`config.mk`:
```
export PLATFORM = sky130hd
export DESIGN_NAME = pid_reg_writer
export DESIGN_NICKNAME = d
export VERILOG_FILES = /design/src/rtl/pid_pkg.sv /design/src/rtl/pid_wr_fifo.sv /design/src/rtl/pid_reg_writer.sv
export SDC_FILE = /design/constraint.sdc
export NUM_CORES = 1
export LEC_CHECK = 0
export ABC_AREA = 1
export BUFFER_PORTS_ARGS = -buffer_cell sky130_fd_sc_hd__buf_2
export CORE_MARGIN = 3
export CORE_UTILIZATION = 52
export DETAILED_ROUTE_END_ITERATION = 16
export GPL_TIMING_DRIVEN = 0
export PLACE_DENSITY = 0.73
export SLEW_MARGIN = 40
export SYNTH_ARGS = -nofsm -noshare
export SYNTH_HDL_FRONTEND = slang
export SYNTH_SLANG_ARGS = --single-unit
```
`constraint.sdc`:
```
create_clock -name clk -period 4.6 [get_ports clk]
set_clock_uncertainty 0.2 [all_clocks]
set_input_delay 0.46 -clock clk [delete_from_list [all_inputs] [get_ports clk]]
set_output_delay 0.46 -clock clk [all_outputs]
set_load 0.005 [all_outputs]
```
`src/rtl/pid_pkg.sv`:
```
// Shared types and constants for the PID register-file writer.
package pid_pkg;

  localparam int D_WIDTH_DEF = 16;

  localparam int unsigned KP_ADDR = 0;
  localparam int unsigned KI_ADDR = 1;
  localparam int unsigned KD_ADDR = 2;

  typedef enum logic [2:0] {
    IDLE  = 3'd0,
    RUN   = 3'd1,
    PAUSE = 3'd2,
    WRITE = 3'd3,
    GAP   = 3'd4
  } state_e;

endpackage

```
`src/rtl/pid_wr_fifo.sv`:
```
// Pending-write FIFO: each entry holds one {addr, data} register write.
module pid_wr_fifo #(
  parameter int D_WIDTH    = 16,
  parameter int FIFO_DEPTH = 4
) (
  input  logic               clk,
  input  logic               rst,
  input  logic               push_i,
  input  logic [D_WIDTH-1:0] push_addr_i,
  input  logic [D_WIDTH-1:0] push_data_i,
  input  logic               pop_i,
  output logic [D_WIDTH-1:0] pop_addr_o,
  output logic [D_WIDTH-1:0] pop_data_o,
  output logic               full_o,
  output logic               empty_o
);

  localparam int AW = $clog2(FIFO_DEPTH);
  localparam logic [AW:0] PTR_ONE = (AW + 1)'(1);

  logic [2*D_WIDTH-1:0] mem_q [FIFO_DEPTH];
  logic [AW:0]          wptr_q, rptr_q;
  logic                 do_push, do_pop;

  // Pointers carry one extra wrap bit to tell full from empty.
  assign empty_o = (wptr_q == rptr_q);
  assign full_o  = (wptr_q[AW] != rptr_q[AW]) && (wptr_q[AW-1:0] == rptr_q[AW-1:0]);
  assign do_push = push_i && !full_o;
  assign do_pop  = pop_i && !empty_o;

  always_ff @(posedge clk) begin
    if (rst) begin
      wptr_q <= '0;
      rptr_q <= '0;
    end else begin
      if (do_push) wptr_q <= wptr_q + PTR_ONE;
      if (do_pop)  rptr_q <= rptr_q + PTR_ONE;
    end
  end

  always_ff @(posedge clk) begin
    if (do_push) mem_q[wptr_q[AW-1:0]] <= {push_addr_i, push_data_i};
  end

  assign {pop_addr_o, pop_data_o} = mem_q[rptr_q[AW-1:0]];

endmodule

```
`src/rtl/pid_reg_writer.sv`:
```
// Queues host register writes and applies them to the PID register file
// only while the PID is not iterating, pausing it at an iteration boundary.
module pid_reg_writer
  import pid_pkg::*;
#(
  parameter int D_WIDTH    = D_WIDTH_DEF,
  parameter int FIFO_DEPTH = 4
) (
  input  logic               clk,
  input  logic               rst,
  input  logic               req_valid,
  output logic               req_ready,
  input  logic [D_WIDTH-1:0] req_addr,
  input  logic [D_WIDTH-1:0] req_data,
  input  logic               run_req,
  input  logic               pid_out_valid,
  output logic               write_enable,
  output logic [D_WIDTH-1:0] reg_addr,
  output logic [D_WIDTH-1:0] reg_data,
  output logic               iterate_enable,
  output logic               busy,
  output logic [D_WIDTH-1:0] wr_count
);

  state_e             state_q, state_d;
  logic               we_q, ie_q;
  logic [D_WIDTH-1:0] addr_q, data_q, cnt_q;
  logic               full, empty, push, pop;
  logic [D_WIDTH-1:0] head_addr, head_data;

  assign req_ready = !full && !rst;
  assign push      = req_valid && req_ready;
  // An entry leaves the FIFO on exactly the edge its strobe is registered.
  assign pop       = (state_d == WRITE);

  pid_wr_fifo #(
    .D_WIDTH    (D_WIDTH),
    .FIFO_DEPTH (FIFO_DEPTH)
  ) u_fifo (
    .clk         (clk),
    .rst         (rst),
    .push_i      (push),
    .push_addr_i (req_addr),
    .push_data_i (req_data),
    .pop_i       (pop),
    .pop_addr_o  (head_addr),
    .pop_data_o  (head_data),
    .full_o      (full),
    .empty_o     (empty)
  );

  always_comb begin
    state_d = state_q;
    unique case (state_q)
      IDLE:    if (!empty) state_d = WRITE;
               else if (run_req) state_d = RUN;
      RUN:     if (!run_req) state_d = IDLE;
               else if (!empty) state_d = PAUSE;
      PAUSE:   if (!run_req || pid_out_valid) state_d = WRITE;
      WRITE:   if (empty) state_d = GAP;
      GAP:     if (!empty) state_d = WRITE;
               else if (run_req) state_d = RUN;
               else state_d = IDLE;
      default: state_d = IDLE;
    endcase
  end

  always_ff @(posedge clk) begin
    if (rst) begin
      state_q <= IDLE;
      we_q    <= 1'b1;
      ie_q    <= 1'b0;
      addr_q  <= '0;
      data_q  <= '0;
      cnt_q   <= '0;
    end else begin
      state_q <= state_d;
      we_q    <= !pop;
      ie_q    <= (state_d == RUN) || (state_d == PAUSE);
      if (pop) begin
        addr_q <= head_addr;
        data_q <= head_data;
      end
      if (!we_q) cnt_q <= cnt_q + D_WIDTH'(1);
    end
  end

  assign write_enable   = we_q;
  assign iterate_enable = ie_q;
  assign reg_addr       = addr_q;
  assign reg_data       = data_q;
  assign wr_count       = cnt_q;
  assign busy           = !empty || !(state_q inside {IDLE, RUN});

endmodule
```
==> metrics.yaml <==
instances_no_fill: 955
synth.distinct_cells: 33
post-cts-setup-buffers: 0
io_pins: 89
critPathKind: "register to register"
maxSlewViolCount: 0
multi_input_area_mm2: 0.00203
drt_iter0_drc: 462
holdBufCountCts: 0
cp.arrival_ps: 2590
crit_family: "simple AND/OR/NAND/NOR gates"
crit_chain: "inv_2 > nand2_4 > nand2_4 > nand2_1 > o21ai_1 > inv_1 > nand2_2 > nor2_4 > buf_8 > buf_8"
max_freq_mhz: 377
hpwlAfterDp_mm: 10.8
grt_util_all_layers_pct: 20.8
yosysWarnings: 0
start_util_pct: 54.4
cts-resized-gates: 0
row_count: 42
synth-seq-cells: 187
wire_per_inst_um: 17.1
core_area_mm2: 0.0136
die_x_um: 125
rsz0062_at_grt: "no"
routed_wl_mm: 16.3
pre_cts_ws_ps: 1900
crit_slowest_cell: "dfxtp_1"
clkSinkCount: 187
path_clk_slew_ps: 70
overflow: 0
final.setup.tns_ps: 0
ant_nets: 0
grt_max_degree: 18
antenna_found_initial: 0
vias: 5213
power_density_mw_per_mm2: 593
cts_buffers: 17
drive_gt1_share_pct: 23.7
placed_cells_incl_taps: 923
required_ps: 4540
clk_latency_ps: 430
cts_root_buf: "clkbuf_16"
finalHoldViolCount: 0
gp_congestion: 0.793
portBuffers: 87
syn_inst: 652
cp-start-kind: "register"
fillCellCount: 1036
ys_seq_area_share_pct: 68.2
path_buf_inv: 4
num-nets-final: 809
syn_nets: 695
drcViolationCount: 0
slew_headroom_pct: 59.9
final-seq-area_mm2: 0.00502
cp_max_fo: 13
worstHoldPathType: "input pin to register"
setup_viol: 0
p_leak_nw: 3.32
syn2layout_area_growth_pct: 18.9
die_y_um: 125
grt_pass1_vias: 5151
setup_ws_ps: 1950
drt_pass1_iterations: 5
finalCritPeriodShare_pct: 57.6
reg2reg_slack_ps: 1950
tightest_slew_ps: 601
max-clock-path-buffers: 2
vias_per_cell: 5.46
h-tree-depth: 4
slowest_delay_ps: 540
dieArea_mm2: 0.0156
synth.avg_cell_area_um2: 11.3
tritoncts: "yes"
diodes: 0
status: "complete, no violations"
crit_path_end_kind: "register"
syn_area_mm2: 0.00737
vdd_drop_max_mv: 0.348
period_minus_slack_ps: 2650
grt_pass1_wl_mm: 25.5
cap_violations: 0
==> where the power goes <==
part	internal (mW)	switching [mW]	leakage (nW)	total (mW)
clock	0.794	0.618	0.269	1.41
sequential	1.94	0.0948	1.65	2.04
combinational	0.644	1.11	1.41	1.75
==> synthesized netlist by cell type (all sizes together) <==
library cell    n  area, um^2
a21oi          11        55.1
buf             9         110
clkbuf         23        86.3
dfxtp          59        1180
edfxtp        128        3840
ha              6        75.1
inv            37         146
nand2          43         210
nand3          11        80.1
nand3b          2        15.0
nand4           7        43.8
nor2          165         707
nor3            6        35.0
o21a            3        23.8
o21ai         108         541
o21bai          1        7.51
o22ai          32         200
xor2            1        8.76
==> layer usage <==
layer	up-vias	routed length [um]	global-route usage, %	part of all wire (%)
met1	2500	6940	25.9	43
met5	-	0	0	0
met4	0	245	7.14	1.5
met2	199	8170	35.7	50
met3	21	953	4.95	5.8
li1	2493	-	-	-
==> layout make-up <==
class                           instances  area share, %
Timing Repair Buffer                   95           6.48
Clock buffer                           21           5.37
Sequential cell                       187           57.3
Inverter                               37           1.67
Multi-Input combinational cell        396           23.2
Buffer                                 32           2.24
Tap cell                              176           2.51
Clock inverter                         11           1.23
==> layout by cell type (no fill, tap or decap), drive strengths merged <==
cell type / synthesis / final
nand3b: 2 / 2
buf: 9 / 104
inv: 37 / 41
nand2: 43 / 43
bufinv: 0 / 1
nand3: 11 / 11
edfxtp: 128 / 128
ha: 6 / 6
clkinvlp: 0 / 5
nand4: 7 / 7
o22ai: 32 / 32
xor2: 1 / 1
o21bai: 1 / 1
nor3: 6 / 6
clkbuf: 23 / 44
clkinv: 0 / 1
nor2: 165 / 165
o21a: 3 / 3
dfxtp: 59 / 59
a21oi: 11 / 11
o21ai: 108 / 108
==> sequential cells by signal (all words and copies together), names as in the netlist <==
| name | flops |
|---|---|
| wr_count | 16 |
| reg_data | 16 |
| u_fifo.wptr_q | 3 |
| write_enable | 1 |
| u_fifo.mem_q | 128 |
| reg_addr | 16 |
| iterate_enable | 1 |
| state_q | 3 |
| u_fifo.rptr_q | 3 |
==> kinds of logic after synthesis <==
kind of cell / share of synthesized area, %
adder cells (fa/ha/maj): 1.02
AO/OA/AOI/OAI: 11.2
XOR/XNOR: 0.119
buffers and inverters: 4.65
AND/OR/NAND/NOR: 14.8
flip-flops: 68.2
==> path summary, 6_finish.rpt <==
path                              end  cells after the start              from
hold / removal     u_fifo.mem_q[0][8]                      1       req_data[8]
setup reg to reg  u_fifo.mem_q[1][14]                     10  u_fifo.rptr_q[1]
hold reg to reg          reg_addr[13]                      2      reg_addr[13]
setup / recovery  u_fifo.mem_q[1][14]                     10  u_fifo.rptr_q[1]
==> metrics by stage <==
step	utilization, %	power (mW)	instance area (um^2)	hold WS (ps)
after floorplan	-	3.28	7370	278
after global placement	59.2	3.73	8030	266
after detailed placement	60.4	3.81	8190	278
after CTS	64.7	5.21	8770	26.2
after global routing	64.7	5.49	8770	28.3
final	64.7	5.20	8770	37.6
Power figures use the tool's default switching activity.
